**src/rtl/sram_dual_port_arbiter.sv**
```systemverilog
`default_nettype none
// ============================================================================
// Module   : sram_dual_port_arbiter
// Brief    : Round-robin sharing of one single-port synchronous SRAM macro
//            between two valid/ready requesters, with optional zero-clear
//            of the whole array after reset.
// Revision : 1.0  initial release
// ============================================================================
module sram_dual_port_arbiter #(
    parameter int ADDR_WIDTH = 4,
    parameter int DATA_WIDTH = 2,
    parameter int INIT_CLEAR = 1
) (
    input  logic                  clk0,
    input  logic                  rst0,
    // requester 0
    input  logic                  req0_valid,
    output logic                  req0_ready,
    input  logic                  req0_we,
    input  logic [ADDR_WIDTH-1:0] req0_addr,
    input  logic [DATA_WIDTH-1:0] req0_wdata,
    output logic                  rsp0_valid,
    output logic [DATA_WIDTH-1:0] rsp0_rdata,
    // requester 1
    input  logic                  req1_valid,
    output logic                  req1_ready,
    input  logic                  req1_we,
    input  logic [ADDR_WIDTH-1:0] req1_addr,
    input  logic [DATA_WIDTH-1:0] req1_wdata,
    output logic                  rsp1_valid,
    output logic [DATA_WIDTH-1:0] rsp1_rdata,
    // SRAM macro pins
    output logic                  csb0,
    output logic                  web0,
    output logic [ADDR_WIDTH-1:0] addr0,
    output logic [DATA_WIDTH-1:0] din0,
    input  logic [DATA_WIDTH-1:0] dout0,
    // status
    output logic                  init_done,
    output logic                  busy
);

    typedef enum logic [2:0] {
        ST_INIT_CMD = 3'd0,
        ST_INIT_REL = 3'd1,
        ST_IDLE     = 3'd2,
        ST_CMD      = 3'd3,
        ST_WAIT     = 3'd4,
        ST_RESP     = 3'd5
    } state_t;

    localparam logic [ADDR_WIDTH-1:0] c_CNT_LAST = {ADDR_WIDTH{1'b1}};

    state_t                  r_state;
    logic [ADDR_WIDTH-1:0]   r_cnt;
    logic                    r_init_done;
    logic                    r_last_grant;
    logic                    r_id;
    logic                    r_we;
    logic                    r_csb;
    logic                    r_web;
    logic [ADDR_WIDTH-1:0]   r_addr;
    logic [DATA_WIDTH-1:0]   r_din;
    logic                    r_rsp0_valid;
    logic                    r_rsp1_valid;
    logic [DATA_WIDTH-1:0]   r_rsp0_rdata;
    logic [DATA_WIDTH-1:0]   r_rsp1_rdata;

    logic                    w_can_accept;
    logic                    w_accept;
    logic                    w_grant;
    logic                    w_sel_we;
    logic [ADDR_WIDTH-1:0]   w_sel_addr;
    logic [DATA_WIDTH-1:0]   w_sel_wdata;

    // Round-robin pick: on a tie the side not granted last time wins,
    // otherwise whichever side is valid (req0 when neither is).
    always_comb begin
        w_grant = 1'b0;
        if (req0_valid && req1_valid) begin
            w_grant = ~r_last_grant;
        end else if (req1_valid) begin
            w_grant = 1'b1;
        end
    end

    // Ready is withheld while reset is held so the idle-state bypass
    // (INIT_CLEAR=0) never shows ready before reset is released.
    assign w_can_accept = (r_state == ST_IDLE) && r_init_done && !rst0;
    assign w_accept     = w_can_accept && (req0_valid || req1_valid);
    assign req0_ready   = w_can_accept && req0_valid && !w_grant;
    assign req1_ready   = w_can_accept && req1_valid &&  w_grant;

    assign w_sel_we    = w_grant ? req1_we    : req0_we;
    assign w_sel_addr  = w_grant ? req1_addr  : req0_addr;
    assign w_sel_wdata = w_grant ? req1_wdata : req0_wdata;

    // Main sequencer: clear walk, command issue, read capture and response.
    always_ff @(posedge clk0 or posedge rst0) begin
        if (rst0) begin
            r_state      <= (INIT_CLEAR != 0) ? ST_INIT_CMD : ST_IDLE;
            r_init_done  <= (INIT_CLEAR == 0);
            r_cnt        <= '0;
            r_last_grant <= 1'b1;
            r_id         <= 1'b0;
            r_we         <= 1'b0;
            r_csb        <= 1'b1;
            r_web        <= 1'b1;
            r_addr       <= '0;
            r_din        <= '0;
            r_rsp0_valid <= 1'b0;
            r_rsp1_valid <= 1'b0;
            r_rsp0_rdata <= '0;
            r_rsp1_rdata <= '0;
        end else begin
            case (r_state)
                ST_INIT_CMD: begin
                    r_csb   <= 1'b0;
                    r_web   <= 1'b0;
                    r_addr  <= r_cnt;
                    r_din   <= '0;
                    r_state <= ST_INIT_REL;
                end
                ST_INIT_REL: begin
                    r_csb  <= 1'b1;
                    r_web  <= 1'b1;
                    r_addr <= '0;
                    r_cnt  <= r_cnt + 1'b1;
                    if (r_cnt == c_CNT_LAST) begin
                        r_init_done <= 1'b1;
                        r_state     <= ST_IDLE;
                    end else begin
                        r_state <= ST_INIT_CMD;
                    end
                end
                ST_IDLE: begin
                    if (w_accept) begin
                        r_csb        <= 1'b0;
                        r_web        <= ~w_sel_we;
                        r_addr       <= w_sel_addr;
                        r_din        <= w_sel_we ? w_sel_wdata : '0;
                        r_id         <= w_grant;
                        r_we         <= w_sel_we;
                        r_last_grant <= w_grant;
                        r_state      <= ST_CMD;
                    end
                end
                ST_CMD: begin
                    // Macro samples the command on this edge; release pins.
                    r_csb   <= 1'b1;
                    r_web   <= 1'b1;
                    r_addr  <= '0;
                    r_din   <= '0;
                    r_state <= r_we ? ST_IDLE : ST_WAIT;
                end
                ST_WAIT: begin
                    if (r_id) begin
                        r_rsp1_rdata <= dout0;
                        r_rsp1_valid <= 1'b1;
                    end else begin
                        r_rsp0_rdata <= dout0;
                        r_rsp0_valid <= 1'b1;
                    end
                    r_state <= ST_RESP;
                end
                ST_RESP: begin
                    r_rsp0_valid <= 1'b0;
                    r_rsp1_valid <= 1'b0;
                    r_state      <= ST_IDLE;
                end
                default: begin
                    r_csb   <= 1'b1;
                    r_web   <= 1'b1;
                    r_state <= ST_IDLE;
                end
            endcase
        end
    end

    assign csb0       = r_csb;
    assign web0       = r_web;
    assign addr0      = r_addr;
    assign din0       = r_din;
    assign rsp0_valid = r_rsp0_valid;
    assign rsp1_valid = r_rsp1_valid;
    assign rsp0_rdata = r_rsp0_rdata;
    assign rsp1_rdata = r_rsp1_rdata;
    assign init_done  = r_init_done;
    assign busy       = (r_state != ST_IDLE);

endmodule
`default_nettype wire

```
**config.mk**
```make
export PLATFORM = sky130hd
export DESIGN_NAME = sram_dual_port_arbiter
export DESIGN_NICKNAME = d
export VERILOG_FILES = /design/src/rtl/sram_dual_port_arbiter.sv
export SDC_FILE = /design/constraint.sdc
export NUM_CORES = 1
export LEC_CHECK = 0
export BUFFER_PORTS_ARGS = -buffer_cell sky130_fd_sc_hd__buf_2
export CORE_MARGIN = 4
export CORE_UTILIZATION = 50
export CTS_BUF_LIST = sky130_fd_sc_hd__clkbuf_16
export DETAILED_ROUTE_END_ITERATION = 7
export GPL_TIMING_DRIVEN = 0
export PLACE_DENSITY = 0.89
export SYNTH_ARGS = -nofsm -noshare
export SYNTH_HDL_FRONTEND = slang
export SYNTH_SLANG_ARGS = --single-unit
```
**constraint.sdc**
```tcl
create_clock -name clk0 -period 2.3 [get_ports clk0]
set_clock_uncertainty 0.15 [all_clocks]
set_input_delay 0.23 -clock clk0 [delete_from_list [all_inputs] [get_ports clk0]]
set_output_delay 0.23 -clock clk0 [all_outputs]
set_load 0.03 [all_outputs]
```
======== Word-level counts from Yosys, hierarchy flattened ========
Cells that the tools add are included.
Widths: inputs -> output; s select.
storage, ports and cells
  register bits after elaboration ......... 25
  bits in latches ......................... 0
  bits in writable memories ............... 0
  bits in read-only memories .............. 0
  input port bits ......................... 20
  output and inout bits ................... 18
  word-level logic and storage cells ...... 78
  memories ................................ 0
cells by class
  $add $sub $neg .......................... 1
  $mul .................................... 0
  divide/modulo/power cells ............... 0
  $lt $le $gt $ge ......................... 0
  equal/unequal tests ..................... 10
  shifts and indexed selects .............. 0
  muxes and demuxes ....................... 22
  bitwise gates (word level) .............. 4
  reduce and logical (&&, ||, !) cells .... 27
operators with widths
  kind                 count
  $reduce_and 2->1     9
  $pmux 3 s5           1
  $pmux 4 s3           1
  $logic_and 1x1->1    8
  $mux 2               4
  $mux 4               2
  $mux 1               7
  $eq 3x2->1 const B   2
  $eq 3x3->1 const B   2
  $mux 3               2
  $ne 2x2->1 const B   3
  $pmux 1 s3           2
  $reduce_or 2->1      3
  $add 4x1->4 const B  1
  $eq 4x4->1 const B   1
  $not 1->1            4
  $pmux 1 s2           2
  $pmux 2 s2           1
  $reduce_bool 2->1    2
  $eq 3x1->1 const B   1
  $logic_not 3->1      1
  $ne 3x2->1 const B   1
  $reduce_bool 3->1    1
  $logic_not 1->1      2
  $logic_or 1x1->1     1

======== Logic depth before layout (Yosys ltp) ========
  depth after elaboration ................. 6
  mapped depth ............................ 6

======== Least setup slack after synthesis ========
Ideal clock, no wire load.
  path type ............................... register to output
  from .................................... reg r_init_done (netlist: init_done)
  to ...................................... out req1_ready
  data arrival time ....................... 1764 ps
  required time ........................... 1920 ps
  path slack .............................. 156 ps
  cell stages (with the launch flop) ...... 3
  path buffers ............................ 0
  path through ............................ dfrtp_1 or3b_4 nor3_1
between the ends
  cells in the longest elaborated chain, start to end .. 4
RTL lines
  item                             RTL line  source
  start, declared                  56        logic r_init_done;
  start signal, assigned           102       r_init_done <= (INIT_CLEAR == 0);
  $logic_and 1x1->1 (2 in series)  89        assign w_can_accept = (r_state == ST_IDLE) && r_init_done && !rst0;
  $logic_and 1x1->1 (2 in series)  92        assign req1_ready = w_can_accept && req1_valid && w_grant;
  end, declared                    26        output logic req1_ready,
Every way passes these cells.

======== Worst setup path in the final report ========
  from .................................... reg r_state[2]
  to ...................................... out req1_ready
between the ends
  cells in the longest elaborated chain, start to end .. 5
RTL lines
  item                             RTL line  source
  start, declared                  54        state_t r_state;
  start signal, assigned           101       r_state <= (INIT_CLEAR != 0) ? ST_INIT_CMD : ST_IDLE;
  start signal, assigned           154       r_state <= r_we ? ST_IDLE : ST_WAIT;
  $eq 3x2->1                       89
  $logic_and 1x1->1 (2 in series)  89
  $logic_and 1x1->1 (2 in series)  92
Every way passes these cells.

==> qor.yml <==
die:
  die_w_um: 57.83
  die_y_um: 57.83
  pin_count: 38
  start_util_pct: 54.03
  core_mm2: 0.002297
  fp.dieArea_mm2: 0.003344
  row_count: 17
clocking:
  cts_inserted_buffers: 3
  cts-root-buf: "clkbuf_16"
  cts_max_level: 1
  postCtsHoldBufs: 0
  cts_tree: "built"
  cts_setup_buffers: 0
  cts_sinks: 25
  worstSkewPairLatency_ns: 0.26
  cts_resized: 0
  clockBufferDepth: 2
  path_clk_slew_ns: 0.06
place:
  hpwl_um: 2218
  gp_congestion: 0.8346
  port-buffer-count: 37
power_and_ir_drop:
  pwr-share-comb_pct: 45.5
  p_int_mw: 1.225
  clockPowerShare_pct: 18.3
  p_switching_mw: 0.8855
  ir_drop_uv: 718.7
  total_power_mw: 2.110
  cellLeakagePower_nw: 0.7639
  seqPwrFrac_pct: 36.2
  netSwitchingFraction_pct: 41.96
  p_per_area_mw_per_mm2: 1369
setup_path:
  reg2reg_from: "r_state[2]$_DFFE_PP0P_"
  cp_slowest_cell: "or3b_4"
  path_cells: "buf_6 > or3b_4 > nor3_1 > buf_2"
  critPathKind: "flop to output pin"
  start_kind: "flop"
  reg2reg_slack_ns: 0.43
  critical_path_required_ns: 1.92
  critPathMaxFanout: 9
  end_kind: "output pin"
  arrival_ns: 1.79
  crit_start: "r_state[2]$_DFFE_PP0P_"
  rr_worst_depth: 5
  timing.rr.end: "r_cnt[1]$_DFFE_PP0P_"
  slowest_delay_ns: 0.41
  crit_path_end: "req1_ready"
final_layout:
  multi_input_area_um2: 561.8
  synthToLayoutAreaGrowth_pct: 24.19
  utilization_pct: 67.10
  regArea_um2: 629.4
  nets: 185
  num_antenna_cells: 0
  fillers: 184
  drive_gt1_share_pct: 36.20
yosys:
  synthesis.nets: 143
  yosys_warnings: 0
  synth_area_mm2: 0.001241
  synth_top_cell_by_area: "dfrtp_1"
  synth.distinct_cells: 39
  synth_area_leaders: "dfrtp_1 44%, dfstp_2 6.4%, mux2_2 4.5%, a21oi_1 4.0%, nor2_1 3.9%"
  syn_avg_cell_area_um2: 10.17
  synthCells: 122
  synth_seq_cells: 25
  postSynth.asyncResetShare_pct: 100.0
  synth_seq_area_share_pct: 50.71
  synth-edff-count: 0
  synth_flop_cell: "dfrtp_1"
  yosysTopAreaCellShare_pct: 44.35
drt:
  ant_nets: 0
  wl_per_cell_um: 15.13
  drc: 0
  routed_wirelength_um: 2889
  first_iter_violations: 29
  via_per_inst: 5.859
  firstDrtPassIters: 4
  vias: 1119
timing:
  maxSlewViolCount: 0
  rsz0062_at_grt: "false"
  max_clock_freq_mhz: 461.7
  tightest_slew_ns: 0.9555
  tns_ns: 0
  slew_headroom_pct: 36.23
  hold-worst-slack_ns: 0.05873
  setup_viol: 0
  fin_crit_sh_pct: 94.17
  fin_crit_ns: 2.166
  finalHoldViolations: 0
global_routing:
  antenna_found_initial: 0
  grt_max_degree: 27
  grt_pass1_wl_um: 4940
  grtUsageTotal_pct: 18.57
  grt_pass1_vias: 1158
  overflow: 0
hold_path:
  min_path_type: "primary input to async pin"
status:
  status: "completed"
run:
  drv_cap: 0
-- area by class of cell --
type	instances	area share, %
tap	28	2.273
clock buffer	3	4.870
inverter	4	0.9740
timing repair buffer	37	12.01
multi-input combinational	86	36.44
sequential	25	40.83
clock inverter	1	0.3247
buffer	7	2.273
-- logic make-up after synthesis --
kind of cell | count (synthesis) | share of synthesized area, %
xor gates and xnor gates | 3 | 2.117
AOI/OAI and AO/OA | 35 | 20.36
and+or+nand+nor | 41 | 16.43
buffers and inverters | 11 | 4.032
DFF | 25 | 50.71
muxes | 6 | 5.342
adders and majority gates | 1 | 1.008
-- cell usage after synthesis (all sizes together) (4+ instances only) --
cell / instances
a21oi: 10
a22oi: 4
and3: 4
clkbuf: 5
dfrtp: 22
inv: 4
mux2: 5
nand2: 8
nand3: 4
nor2: 13
o221a: 4
-- how the worst min path moves through the flow --
| stage | depth (start not counted) | endpoint | slack [ns] |
|---|---|---|---|
| finish | 2 | init_done$_DFFE_PP0P_ | 0.06 |
| global route | 2 | rsp0_rdata[0]$_DFFE_PP0P_ | 0.06 |
| CTS | 2 | rsp0_rdata[0]$_DFFE_PP0P_ | 0.06 |
| detailed placement | 2 | rsp0_rdata[0]$_DFFE_PP0P_ | 0.33 |
| global placement | 2 | r_we$_DFFE_PP0P_ | 0.32 |
| floorplan | 1 | addr0[0]$_DFFE_PP0P_ | 0.11 |
-- metal layers --
metal / vias to the layer above / global-route usage, % / part of all wire [%]
li1: 526 / - / -
met1: 537 / 22.57 / 40
met2: 49 / 32.74 / 52
met3: 7 / 3.341 / 6.4
met4: 0 / 6.623 / 1.5
met5: - / 0 / 0
-- worst max-delay path, delay by kind of cell, from the launching register on --
family	cells	cell delay [ns]
buf+inv	2	0.40
simple gates	2	0.75
flops	1	0.37
-- stage by stage --
step	instances	worst slack (ns)	cell area, µm²
6_report	191	0.1342	1541
4_1_cts	191	0.1303	1541
3_3_place_gp	187	0.1650	1461
5_1_grt	191	0.02298	1541
2_1_floorplan	122	0.1561	1241
3_5_place_dp	187	0.1130	1461
-- state kept, by name (all words and copies together), names as in the netlist --
signal        cells
addr0             4
r_cnt             4
r_state           3
din0              2
rsp0_rdata        2
rsp1_rdata        2
csb0              1
init_done         1
r_id              1
r_last_grant      1
r_we              1
rsp0_valid        1
rsp1_valid        1
web0              1
-- power groups by stage --
| stage | clock (mW) | combinational [mW] | sequential (mW) |
|---|---|---|---|
| after floorplan | 0 | 0.544 | 0.918 |
| after global placement | 0 | 0.918 | 0.754 |
| after detailed placement | 0 | 0.951 | 0.770 |
| after CTS | 0.389 | 0.962 | 0.764 |
| after global routing | 0.410 | 1.05 | 0.790 |
| final | 0.385 | 0.960 | 0.765 |
-- layout by cell type, fill, tap and decap left out, types with 4 or more instances in the layout --
cell and instances:
a21oi_1 10, clkbuf_1 5, a22oi_1 4, nor2_1 13, inv_1 4, dfrtp_1 22, buf_2 38, nand3_1 4
and3_1 4, mux2_2 5, nand2_1 8, o221a_2 4
(Power assumes the default switching activity.)
